--- src/rtl/avalon_accumulator.sv ---
// Avalon-MM switch/key accumulator peripheral: synchronized, debounced key
// press adds the switch value into an 8-bit accumulator, with IRQ and press count.
module avalon_accumulator #(
    parameter int unsigned DEBOUNCE_CYCLES = 500000
) (
    input  logic        clk,
    input  logic        reset_n,
    input  logic [1:0]  avs_address,
    input  logic        avs_read,
    input  logic        avs_write,
    input  logic [31:0] avs_writedata,
    output logic [31:0] avs_readdata,
    output logic        avs_readdatavalid,
    input  logic [7:0]  sw,
    input  logic        key_n,
    output logic [7:0]  led,
    output logic        irq
);

    localparam int unsigned CNT_W = (DEBOUNCE_CYCLES > 1) ? $clog2(DEBOUNCE_CYCLES) : 1;
    localparam logic [CNT_W-1:0] CNT_LAST = CNT_W'(DEBOUNCE_CYCLES - 1);

    localparam logic [1:0] ADDR_SW    = 2'd0;
    localparam logic [1:0] ADDR_ACC   = 2'd1;
    localparam logic [1:0] ADDR_CTRL  = 2'd2;
    localparam logic [1:0] ADDR_COUNT = 2'd3;

    logic [7:0]       sw_s1, sw_s2;
    logic             key_s1, key_s2;
    logic             stable_q, stable_n;
    logic [CNT_W-1:0] cnt_q, cnt_n;
    logic             press;

    logic [7:0]  acc_q, acc_n;
    logic        pend_q, pend_n, irq_en_q, irq_en_n, auto_q, auto_n, ovf_q, ovf_n;
    logic [15:0] count_q, count_n;
    logic [8:0]  sum;
    logic [31:0] rd_mux;
    logic [31:0] rd_data_q;
    logic        rd_pend_q;
    logic        wr_acc, wr_ctrl, wr_count;
    logic        unused_wdata;

    assign unused_wdata = ^avs_writedata[31:8];

    // Debounce: a new level must persist DEBOUNCE_CYCLES edges; only 1->0 is a press
    always_comb begin
        cnt_n    = cnt_q;
        stable_n = stable_q;
        press    = 1'b0;
        if (key_s2 == stable_q) begin
            cnt_n = '0;
        end else if (cnt_q == CNT_LAST) begin
            stable_n = key_s2;
            cnt_n    = '0;
            press    = stable_q;
        end else begin
            cnt_n = cnt_q + CNT_W'(1);
        end
    end

    assign wr_acc   = avs_write && (avs_address == ADDR_ACC);
    assign wr_ctrl  = avs_write && (avs_address == ADDR_CTRL);
    assign wr_count = avs_write && (avs_address == ADDR_COUNT);
    assign sum      = {1'b0, acc_q} + {1'b0, sw_s2};

    // Register update: software writes apply first, then event sets win on W1C bits,
    // while ACC and COUNT writes override the event's result
    always_comb begin
        acc_n    = acc_q;
        pend_n   = pend_q;
        irq_en_n = irq_en_q;
        auto_n   = auto_q;
        ovf_n    = ovf_q;
        count_n  = count_q;

        if (wr_ctrl) begin
            pend_n   = pend_q & ~avs_writedata[0];
            irq_en_n = avs_writedata[1];
            auto_n   = avs_writedata[2];
            ovf_n    = ovf_q & ~avs_writedata[3];
        end

        if (press) begin
            pend_n = 1'b1;
            if (count_q != 16'hFFFF) begin
                count_n = count_q + 16'd1;
            end
            if (auto_q) begin
                acc_n = sum[7:0];
                if (sum[8]) begin
                    ovf_n = 1'b1;
                end
            end
        end

        if (wr_acc) begin
            acc_n = avs_writedata[7:0];
        end
        if (wr_count) begin
            count_n = '0;
        end
    end

    always_comb begin
        rd_mux = '0;
        case (avs_address)
            ADDR_SW:    rd_mux = {24'd0, sw_s2};
            ADDR_ACC:   rd_mux = {24'd0, acc_q};
            ADDR_CTRL:  rd_mux = {28'd0, ovf_q, auto_q, irq_en_q, pend_q};
            ADDR_COUNT: rd_mux = {16'd0, count_q};
            default:    rd_mux = '0;
        endcase
    end

    always_ff @(posedge clk) begin
        if (!reset_n) begin
            sw_s1             <= '0;
            sw_s2             <= '0;
            key_s1            <= 1'b1;
            key_s2            <= 1'b1;
            stable_q          <= 1'b1;
            cnt_q             <= '0;
            acc_q             <= '0;
            pend_q            <= 1'b0;
            irq_en_q          <= 1'b0;
            auto_q            <= 1'b0;
            ovf_q             <= 1'b0;
            count_q           <= '0;
            rd_data_q         <= '0;
            rd_pend_q         <= 1'b0;
            avs_readdata      <= '0;
            avs_readdatavalid <= 1'b0;
            led               <= '0;
            irq               <= 1'b0;
        end else begin
            sw_s1             <= sw;
            sw_s2             <= sw_s1;
            key_s1            <= key_n;
            key_s2            <= key_s1;
            stable_q          <= stable_n;
            cnt_q             <= cnt_n;
            acc_q             <= acc_n;
            pend_q            <= pend_n;
            irq_en_q          <= irq_en_n;
            auto_q            <= auto_n;
            ovf_q             <= ovf_n;
            count_q           <= count_n;
            // Capture pre-write contents on the strobe edge, present one edge later
            rd_pend_q         <= avs_read;
            if (avs_read) begin
                rd_data_q <= rd_mux;
            end
            avs_readdatavalid <= rd_pend_q;
            if (rd_pend_q) begin
                avs_readdata <= rd_data_q;
            end
            led               <= acc_n;
            irq               <= irq_en_n & pend_n;
        end
    end

endmodule

--- config.mk ---
export PLATFORM = sky130hd
export DESIGN_NAME = avalon_accumulator
export DESIGN_NICKNAME = d
export VERILOG_FILES = /design/src/rtl/avalon_accumulator.sv
export SDC_FILE = /design/constraint.sdc
export NUM_CORES = 1
export LEC_CHECK = 0
export ABC_AREA = 1
export BUFFER_PORTS_ARGS = -buffer_cell sky130_fd_sc_hd__buf_2
export CORE_MARGIN = 3
export CORE_UTILIZATION = 50
export DETAILED_ROUTE_END_ITERATION = 6
export PLACE_DENSITY = 0.81
export SLEW_MARGIN = 20
export SYNTH_ARGS = -nofsm -noshare
export SYNTH_HDL_FRONTEND = slang
export SYNTH_SLANG_ARGS = --single-unit
--- constraint.sdc ---
create_clock -name clk -period 2.1 [get_ports clk]
set_clock_uncertainty 0.05 [all_clocks]
set_input_delay 0.315 -clock clk [delete_from_list [all_inputs] [get_ports clk]]
set_output_delay 0.315 -clock clk [all_outputs]
set_load 0.05 [all_outputs]
==> flow_summary.ini, run 1 <==
[sta]
timing.fmax_ghz = 0.5242
hold_violations = 0
hold_slack_ps = 56.96
fin_crit_sh_pct = 90.84
final_max_slew_viol_count = 0
finalSetupViolCount = 0
fin_setup_tns_ps = 0
finalCriticalPeriod_ps = 1908
rsz0062_at_grt = no

[clock_network]
clock-sinks = 101
cts_root_buf = clkbuf_8
cts_tree = done
htreeDepth = 3
cts-hold-fix-buffers = 0
cts-resized-gates = 0
cts_buffers = 9
post_cts_buffers = 0
clk_pin_slew_worst_paths_ps = 110
worstSkewPairLatency_ps = 380
clk_path_buf_depth = 2

[min_path]
hold_start = sw[0]
hold_depth = 3
hp-class = input pin to register
min_to = sw_s1[0]$_SDFF_PN0_

[critical_path]
cp_cell_sequence = ha_1 -> inv_1 -> fa_1 -> inv_1 -> nand2_1 -> nand3_1 -> nand3b_1 -> nand2_1 -> nand2_1 -> nand3_1 -> nand2_1 -> nor2_1 -> nor2_1
ff2ff_path_depth = 13
crit_top_cell = nand2_1
required_ps = 2330
crit_buf_inv = 2
arrival_ps = 2140
crit_path_start_kind = register
worst-path-max-fanout = 4
r2r-start = acc_q[0]$_SDFFE_PN0P_
crit_family = simple AND/OR/NAND/NOR gates
startpoint = acc_q[0]$_SDFFE_PN0P_
reg2reg_to = acc_q[6]$_SDFFE_PN0P_
critPathMaxStageDelay_ps = 390
crit_path_end_kind = register
regToRegSetupSlack_ps = 190
critPathKind = register to register
critPathSlowestCell = dfxtp_1

[routing]
routed_wl_mm = 10.90
wl_per_cell_um = 12.22
vias = 4618
route.detailed.drc = 0
drtPass1Iterations = 5
via_per_inst = 5.177
postRouteAntennaNets = 0
drt-initial-drc-count = 283

[placement]
gp_congestion = 0.9250
place_hpwl_mm = 7.974
placedInstanceArea_mm2 = 0.005270
numPortBuffers = 48

[logic_synthesis]
synth_top_family_by_area = simple AND/OR/NAND/NOR gates
synth_area_mm2 = 0.004989
avgSynthCellArea_um2 = 6.987
ys_ff_latch = 101
synthMuxAreaShare_pct = 0
ys_seq_area_share_pct = 40.53
synth_cells = 714
synth_compound_area_share_pct = 10.63
synth_fa_ha_area_share_pct = 2.909
synthXorXnorAreaFrac_pct = 1.756
yosys_warnings = 0
ys_types = 36
synth-simple-area-share_pct = 31.55

[floorplan]
boundaryPins = 89
initial_core_util_pct = 52.74
die_w_um = 105.9
core-area_mm2 = 0.009459
die_h_um = 105.9
die-area_mm2 = 0.01121
rows = 35

[pwr]
ir_drop_v = 0.0004706
p_leak_nw = 2.595
p_per_area_mw_per_mm2 = 679.8

[global_routing]
antenna_found_initial = 0
grt_pass1_wl_mm = 18.52
grt_overflow_total = 0
grt_start_max_net_pins = 49
grt_pass1_vias = 4289
gr-usage-all-layers_pct = 19.93

[layout]
area_growth_pct = 9.957
diodes = 0
layout.nets = 816
drive_gt1_share_pct = 12.19
fillCellCount = 878
postLayoutCellArea_mm2 = 0.005485

[status]
status = finished, final reports clean

[job]
drv_cap = 0
## cell type report
cell class              instances  area, um2  share of cell area, %
well taps                     129      161.4                  2.943
repair buffers                 53      290.3                  5.292
inverters                     106      399.1                  7.276
multi-input cells             487       2397                  43.70
flip-flops and latches        101       2022                  36.86
clock inverters                 7      91.34                  1.665
clock buffers                   9      123.9                  2.258
## where the power goes
part / leakage, nW / internal, mW / switching, mW
clock network: 0.106 / 0.487 / 0.796
logic: 1.66 / 0.106 / 0.324
registers: 0.825 / 1.98 / 0.0372
total: 2.60 / 2.57 / 1.16
## sequential cells by signal, indices dropped and copies added (netlist names), 8 cells and up
name	flops
rd_data_q	16
acc_q	8
count_q	16
cnt_q	19
avs_readdata	16
sw_s2	8
sw_s1	8
## cells in the mapped netlist
| master | number | area share (%) |
|---|---|---|
| or2_2 | 4 | 0.50 |
| a21oi_1 | 31 | 3.1 |
| nand2_2 | 3 | 0.38 |
| conb_1 | 1 | 0.075 |
| dfxtp_1 | 101 | 41 |
| a221oi_1 | 2 | 0.35 |
| nand3_4 | 2 | 0.70 |
| nand2_4 | 1 | 0.23 |
| inv_1 | 102 | 7.7 |
| xnor2_1 | 1 | 0.18 |
| or2_4 | 1 | 0.18 |
| nor3_2 | 1 | 0.20 |
| nor3_4 | 1 | 0.33 |
| fa_1 | 1 | 0.40 |
| ha_1 | 10 | 2.5 |
| nor2_2 | 4 | 0.50 |
| o211ai_1 | 10 | 1.5 |
| clkinv_2 | 1 | 0.10 |
| nand3_1 | 38 | 3.8 |
| a31oi_1 | 6 | 0.75 |
| buf_4 | 19 | 2.9 |
| nor2_4 | 1 | 0.23 |
| nand3b_1 | 5 | 0.75 |
| buf_2 | 1 | 0.10 |
| inv_2 | 3 | 0.23 |
| nor3_1 | 8 | 0.80 |
| nand4_1 | 26 | 3.3 |
| xor2_1 | 9 | 1.6 |
| buf_6 | 3 | 0.68 |
| nor2_1 | 103 | 7.8 |
| nand2_1 | 151 | 11 |
| nand3_2 | 1 | 0.20 |
| and3_1 | 1 | 0.13 |
| clkbuf_1 | 12 | 0.90 |
| o21ai_0 | 49 | 4.9 |
| nor4_2 | 1 | 0.25 |
## how the worst max path moves through the flow
stage	end	depth (start not counted)	slack (ps)
global placement	acc_q[4]$_SDFFE_PN0P_	10	270
detailed placement	acc_q[6]$_SDFFE_PN0P_	13	220
CTS	acc_q[6]$_SDFFE_PN0P_	13	210
floorplan	acc_q[6]$_SDFFE_PN0P_	13	30
global route	acc_q[6]$_SDFFE_PN0P_	13	7
finish	acc_q[6]$_SDFFE_PN0P_	13	190
## cells in the final DEF, fill, tap and decap left out, types with 5 or more instances in the layout
master	n
nand2_1	151
nor2_1	103
inv_1	102
dfxtp_1	101
o21ai_0	49
buf_2	48
nand3_1	38
a21oi_1	31
nand4_1	26
conb_1	16
o211ai_1	10
ha_1	10
xor2_1	9
clkbuf_8	9
nor3_1	8
a31oi_1	6
nand3b_1	5
## worst reg2reg max path, delay by kind of cell, from the launching register on
kind / cells / cell delay [ps]
buf+inv: 2 / 140
simple gates: 9 / 650
fa+ha+maj: 2 / 600
flops: 1 / 390
## through the flow
stage	total power, mW	std cells	utilization [%]	setup WS [ps]
after floorplan	2.403	729	-	32.47
after global placement	2.476	876	55.71	273.3
after detailed placement	2.486	876	55.71	224.7
after CTS	3.747	892	57.99	205.9
after global routing	3.882	892	57.99	6.600
final	3.729	892	57.99	192.3
## cell families (layout without fill, tap and decap cells)
kind of cell | count (synthesis) | after routing
and+or+nand+nor | 352 | 352
buffers and inverters | 141 | 175
DFF | 101 | 101
AOI/OAI and AO/OA | 98 | 98
adders and majority gates | 11 | 11
xor gates and xnor gates | 10 | 10
other | 1 | 16
## layer usage
layer	part of all wire (%)	vias to the layer above	global-route usage [%]	routed length, um
met5	0	-	0	0
met4	3.4	0	10.36	367
met3	5.2	34	4.287	565
met2	48	153	33.65	5229
met1	43	2095	23.70	4742
li1	-	2336	-	-
(Power assumes the default switching activity.)
==> run 2, diff against run 1 <==
--- a/config.mk
+++ b/config.mk
@@ -5,8 +5,8 @@
 export SDC_FILE = /design/constraint.sdc
 export NUM_CORES = 1
 export LEC_CHECK = 0
-export ABC_AREA = 1
 export BUFFER_PORTS_ARGS = -buffer_cell sky130_fd_sc_hd__buf_2
+export CORE_ASPECT_RATIO = 0.7
 export CORE_MARGIN = 3
 export CORE_UTILIZATION = 50
 export DETAILED_ROUTE_END_ITERATION = 6
==> constraint.sdc (replaced) <==
create_clock -name clk -period 2.1 [get_ports clk]
set_clock_uncertainty 0.05 [all_clocks]
set_input_delay 0.315 -clock clk [delete_from_list [all_inputs] [get_ports clk]]
set_output_delay 0.315 -clock clk [all_outputs]
set_load 0.1 [all_outputs]
==> run 2 against run 1 <==
The flow now finishes with violations (setup timing). Combinational power fell by 12%. Non-clock buffer count increased by 30. Clock power grew 33%. Worst setup slack lost 320 ps. Area after synthesis fell by 9.0%. Final cell count fell by 22%. Synthesized cell count shrank 30%. Hold slack better by 47 ps.
==> flow_summary.ini, run 2 <==
[pwr]
ir_drop_v = 0.0004409
finalPower_mw = 4.055
combPwrFrac_pct = 9.4
p_int_mw = 3.006
p_clk_share_pct = 42.0
p_per_area_mw_per_mm2 = 739.9
sw_frac_of_total_pct = 25.87
switchingPower_mw = 1.049
p_leak_nw = 2.151
p_seq_share_pct = 48.6

[placement]
placedInstanceArea_mm2 = 0.005051
pre_cts_slack_ps = -128.5
numPortBuffers = 48
place_hpwl_mm = 7.274
gp_congestion = 0.8743

[sta]
tightest_slew_ps = 612.4
finalCriticalPeriod_ps = 2224
timing.fmax_ghz = 0.4497
hold_violations = 0
rsz0062_at_grt = yes
worst_slack_ps = -123.5
fin_setup_tns_ps = -630.6
final_max_slew_viol_count = 0
timing.slew.headroom_pct = 59.02
finalSetupViolCount = 13
hold_slack_ps = 103.5
fin_crit_sh_pct = 105.9

[critical_path]
crit_path_start_kind = register
arrival_ps = 2450
crit_top_cell = or4_4
cp_cell_sequence = or4_4 -> or4_4 -> a2111o_1 -> or3_1 -> a21oi_2
critPathKind = register to register
r2r-start = cnt_q[12]$_SDFF_PP0_
critPathMaxStageDelay_ps = 530
reg2reg_to = count_q[4]$_SDFFE_PP0P_
crit_family = simple AND/OR/NAND/NOR gates
critPathSlowestCell = or4_4
crit_path_end_kind = register
ff2ff_path_depth = 5
cp-endpoint = count_q[4]$_SDFFE_PP0P_
worst-path-max-fanout = 2
crit_cells = 5
crit_buf_inv = 0
required_ps = 2320
startpoint = cnt_q[12]$_SDFF_PP0_
regToRegSetupSlack_ps = -120

[clock_network]
clock-sinks = 101
htreeDepth = 3
cts_buffers = 9
cts-hold-fix-buffers = 0
clk_pin_slew_worst_paths_ps = 70
worstSkewPairLatency_ps = 350
clk_path_buf_depth = 2
cts_root_buf = clkbuf_16
cts_tree = done

[logic_synthesis]
synth_ff_type = dfxtp_1
ys_ff_latch = 101
ys_seq_area_share_pct = 44.52
yosys_warnings = 0
avgSynthCellArea_um2 = 9.102
synthTopCellsByArea = dfxtp_1, mux2i_1, nor2_1, nand3_1, a21oi_1
synthArstFlopShare_pct = 0
ys_types = 52
synth_cells = 499
synth_area_mm2 = 0.004542
yosysMostFrequentCell = dfxtp_1
synth_common_cells = dfxtp_1, nor2_1, nand3_1
netlist.area_leader.share_pct = 44.52
synth_edf_count = 0
synth_largest_area_cell = dfxtp_1

[global_routing]
grt_start_max_net_pins = 37
antenna_found_initial = 0
grt_pass1_vias = 3504
grt_overflow_total = 0
grt_pass1_wl_mm = 16.84
gr-usage-all-layers_pct = 20.38

[floorplan]
boundaryPins = 89
rows = 28
core-area_mm2 = 0.008653
die_w_um = 119.9
initial_core_util_pct = 52.49
die_h_um = 85.74
die-area_mm2 = 0.01028

[status]
violations = setup timing
status = finished, violations left

[layout]
area_growth_pct = 20.66
layout.nets = 629
largest_reg_flops = 19
multi_input_area_mm2 = 0.002419
fillCellCount = 721
drive_gt1_share_pct = 23.61
postLayoutCellArea_mm2 = 0.005480
layout_common_cells = dfxtp_1, nor2_1, buf_2
seqCellArea_mm2 = 0.002032
largest-register = cnt_q
diodes = 0
final_common_cell = dfxtp_1

[routing]
postRouteAntennaNets = 0
wl_met2_mm = 4.335
drtPass1Iterations = 5
drt-initial-drc-count = 222
via_per_inst = 5.355
wl_met1_mm = 4.766
wl_per_cell_um = 14.46
vias = 3727
routed_wl_mm = 10.07
route.detailed.drc = 0
top_layer = met4
met3_length_um = 809

[job]
drv_cap = 0

[min_path]
hp-class = input pin to register
==> run 2: cell types whose count changed in the layout (fill, tap and decap cells not counted), sizes merged, moves of 9 or more <==
cell	change
nand2	-135
inv	-92
nor2	-44
o21ai	-35
buf	+30
mux2i	+29
and2	+24
nand4	-16
xnor2	+12
nand2b	+11
o211ai	-10
nand3	-9
==> run 2: cell type report <==
| type | instances | area share (%) |
|---|---|---|
| Tap cell | 120 | 2.740 |
| Clock buffer | 11 | 4.429 |
| Multi-Input combinational cell | 363 | 44.13 |
| Sequential cell | 101 | 37.08 |
| Inverter | 13 | 0.8904 |
| Clock inverter | 5 | 1.187 |
| Timing Repair Buffer | 83 | 9.543 |
==> run 2: repair_timing <==
action,CTS,global route
setup endpoints to repair,19,21
buffers inserted,0,3
endpoints found under the hold margin,0,0
resized for setup,10,17
pin swaps,2,4
==> run 2: worst min-delay path by stage <==
stage,from,to,slack (ps),cells after the start
after floorplan,key_s1$_SDFF_PN1_,key_s2$_SDFF_PN1_,340,1
after global placement,key_s1$_SDFF_PN1_,key_s2$_SDFF_PN1_,340,1
after detailed placement,key_s1$_SDFF_PN1_,key_s2$_SDFF_PN1_,340,1
after CTS,key_n,key_s1$_SDFF_PN1_,100,2
after global routing,sw[0],sw_s1[0]$_SDFF_PN0_,110,2
final,key_n,key_s1$_SDFF_PN1_,100,2
==> run 2: logic make-up (layout without fill, tap and decap cells) <==
family	after synthesis	in the layout	share of synthesized area, %
buffers and inverters	50	112	5.455
AO/OA/AOI/OAI	76	76	10.58
flip-flops	101	101	44.52
multiplexers	33	33	8.375
other	1	16	0.08257
XOR/XNOR	24	24	4.628
AND/OR/NAND/NOR	203	203	23.17
adder cells (fa/ha/maj)	11	11	3.196
==> run 2: per-layer routing <==
layer / up-vias / GRT usage [%]
met5: - / 0
met4: 0 / 7.380
met3: 14 / 5.537
met2: 117 / 30.22
met1: 1727 / 28.64
li1: 1869 / -
==> run 2: per-stage QoR <==
stage          util, %  cells
6_report         63.33    696
5_1_grt          63.33    696
4_1_cts          62.39    693
3_5_place_dp     58.37    677
3_3_place_gp     58.37    677
2_1_floorplan        -    514
==> run 2: power groups by stage <==
stage,clock (mW),sequential (mW),combinational (mW)
global placement,0,2.01,0.368
finish,1.70,1.97,0.379
CTS,1.73,1.97,0.375
floorplan,0,2.07,0.276
global route,1.81,1.97,0.402
detailed placement,0,2.01,0.373
==> run 3, diff against run 2 <==
--- a/config.mk
+++ b/config.mk
@@ -10,7 +10,7 @@
 export CORE_MARGIN = 3
 export CORE_UTILIZATION = 50
 export DETAILED_ROUTE_END_ITERATION = 6
-export PLACE_DENSITY = 0.81
+export PLACE_DENSITY = 0.76
 export SLEW_MARGIN = 20
 export SYNTH_ARGS = -nofsm -noshare
 export SYNTH_HDL_FRONTEND = slang
==> run 3 against run 2 <==
The flow still finishes with violations (setup timing). Register-to-register slack got worse by 20 ps. Clock power down 5%. Worst setup slack lost 24 ps. Utilization rose by 0.87 points. Non-clock buffer count grew 5. Critical endpoint is now count_q[1]$_SDFFE_PP0P_. Largest cell class unchanged.
==> flow_summary.ini, run 3 (synthesized netlist as in run 2, its figures left out) <==
[global_routing]
antenna_found_initial = 0
gr-usage-all-layers_pct = 20.60
grt_overflow_total = 0
grt_pass1_vias = 3659
grt_pass1_wl_mm = 17.12
grt_start_max_net_pins = 37

[clock_network]
worstSkewPairLatency_ps = 350
htreeDepth = 3
clk_path_buf_depth = 2
clock-sinks = 101
cts_root_buf = clkbuf_16
clk_pin_slew_worst_paths_ps = 70
cts_buffers = 9
cts_tree = done

[layout]
postLayoutCellArea_mm2 = 0.005555
largest_reg_flops = 19
seqCellArea_mm2 = 0.002031
largest-register = cnt_q
multi_input_area_mm2 = 0.002440
final_common_cell = dfxtp_1
fillCellCount = 686
layout.nets = 634
area_growth_pct = 22.31
drive_gt1_share_pct = 24.10
diodes = 0
layout_common_cells = dfxtp_1, nor2_1, buf_2
fin_cells = 701

[placement]
placedCellCount = 678
numPortBuffers = 48
gp_congestion = 0.8858
placedInstanceArea_mm2 = 0.005059
place_hpwl_mm = 7.187

[sta]
final_max_slew_viol_count = 0
worst_slack_ps = -147.4
fin_crit_sh_pct = 107.0
fin_setup_tns_ps = -690.2
finalSetupViolCount = 8
timing.fmax_ghz = 0.4450
hold_violations = 0
timing.slew.headroom_pct = 57.68
tightest_slew_ps = 633.3
rsz0062_at_grt = yes
finalCriticalPeriod_ps = 2247

[critical_path]
crit_family = simple AND/OR/NAND/NOR gates
crit_path_end_kind = register
crit_top_cell = or4_4
regToRegSetupSlack_ps = -150
reg2reg_to = count_q[1]$_SDFFE_PP0P_
crit_path_start_kind = register
arrival_ps = 2410
r2r-start = cnt_q[12]$_SDFF_PP0_
cp-endpoint = count_q[1]$_SDFFE_PP0P_
critPathKind = register to register
startpoint = cnt_q[12]$_SDFF_PP0_
critPathSlowestCell = or4_4
cp_cell_sequence = or4_4 -> or4_4 -> buf_6 -> a211oi_2 -> buf_4 -> mux2i_1 -> nor2_1
critPathMaxStageDelay_ps = 530
crit_buf_inv = 2
ff2ff_path_depth = 7
required_ps = 2260
worst-path-max-fanout = 2
crit_cells = 7

[floorplan]
rows = 28
die_h_um = 85.74
boundaryPins = 89
die-area_mm2 = 0.01028
initial_core_util_pct = 52.49
die_w_um = 119.9
core-area_mm2 = 0.008653

[job]
drv_cap = 0

[pwr]
sw_frac_of_total_pct = 27.58
finalPower_mw = 3.961
p_leak_nw = 2.191
p_per_area_mw_per_mm2 = 713.0
combPwrFrac_pct = 9.6
p_clk_share_pct = 40.7
p_int_mw = 2.868
p_seq_share_pct = 49.8
switchingPower_mw = 1.093
ir_drop_v = 0.0004688

[min_path]
hp-class = input pin to register

[routing]
postRouteAntennaNets = 0
via_per_inst = 5.476
drt-initial-drc-count = 366
routed_wl_mm = 10.44
vias = 3839
drtPass1Iterations = 4
wl_per_cell_um = 14.90
route.detailed.drc = 0

[status]
status = finished, violations left
violations = setup timing
run 3: worst min path at each step:
stage,start,to,cells past startpoint
finish,key_n,key_s1$_SDFF_PN1_,2
global route,key_n,key_s1$_SDFF_PN1_,2
CTS,key_n,key_s1$_SDFF_PN1_,2
detailed placement,key_s1$_SDFF_PN1_,key_s2$_SDFF_PN1_,1
global placement,key_s1$_SDFF_PN1_,key_s2$_SDFF_PN1_,1
floorplan,key_s1$_SDFF_PN1_,key_s2$_SDFF_PN1_,1
run 3: power groups by stage:
stage | logic, mW | clock network (mW) | registers, mW
2_1_floorplan | 0.276 | 0 | 2.07
3_3_place_gp | 0.365 | 0 | 2.01
3_5_place_dp | 0.370 | 0 | 2.01
4_1_cts | 0.372 | 1.65 | 1.97
5_1_grt | 0.400 | 1.73 | 1.97
6_report | 0.379 | 1.61 | 1.97
run 3: routing by layer:
metal,GRT usage (%),share of wire (%),vias up
met2,33.08,48,115
met1,27.24,44,1832
met4,6.549,1.6,0
met5,0,0,-
met3,5.669,6.1,14
li1,-,-,1878
run 3: metrics by stage:
step,hold WS (ps),setup WS (ps),utilization [%]
after global placement,351.4,-116.7,58.46
after CTS,92.04,-120.7,62.59
after floorplan,336.3,-101.9,-
final,95.51,-147.4,64.20
after global routing,100.9,-214.8,64.20
after detailed placement,349.7,-177.4,58.46
run 3: area by class of cell:
class / instances / area share, %
clock buffers: 9 / 4.054
multi-input cells: 363 / 43.92
flip-flops and latches: 101 / 36.55
repair buffers: 88 / 10.68
well taps: 120 / 2.703
inverters: 13 / 0.8784
clock inverters: 7 / 1.216
run 3: what timing repair did:
action / 4_1_cts / 5_1_grt
hold endpoints to repair: 0 / 0
hold buffers: 0 / 0
setup buffers: 3 / 3
gates resized for setup: 11 / 18
pin swaps: 2 / 10
setup endpoints to repair: 17 / 37
cloned: 0 / 1
run 3: worst reg2reg max path: cells and delay by family (launching register included):
kind / cells / cell delay [ps]
AOI/OAI and AO/OA: 1 / 140
buffers and inverters: 2 / 300
DFF: 1 / 320
muxes: 1 / 210
and+or+nand+nor: 3 / 1100
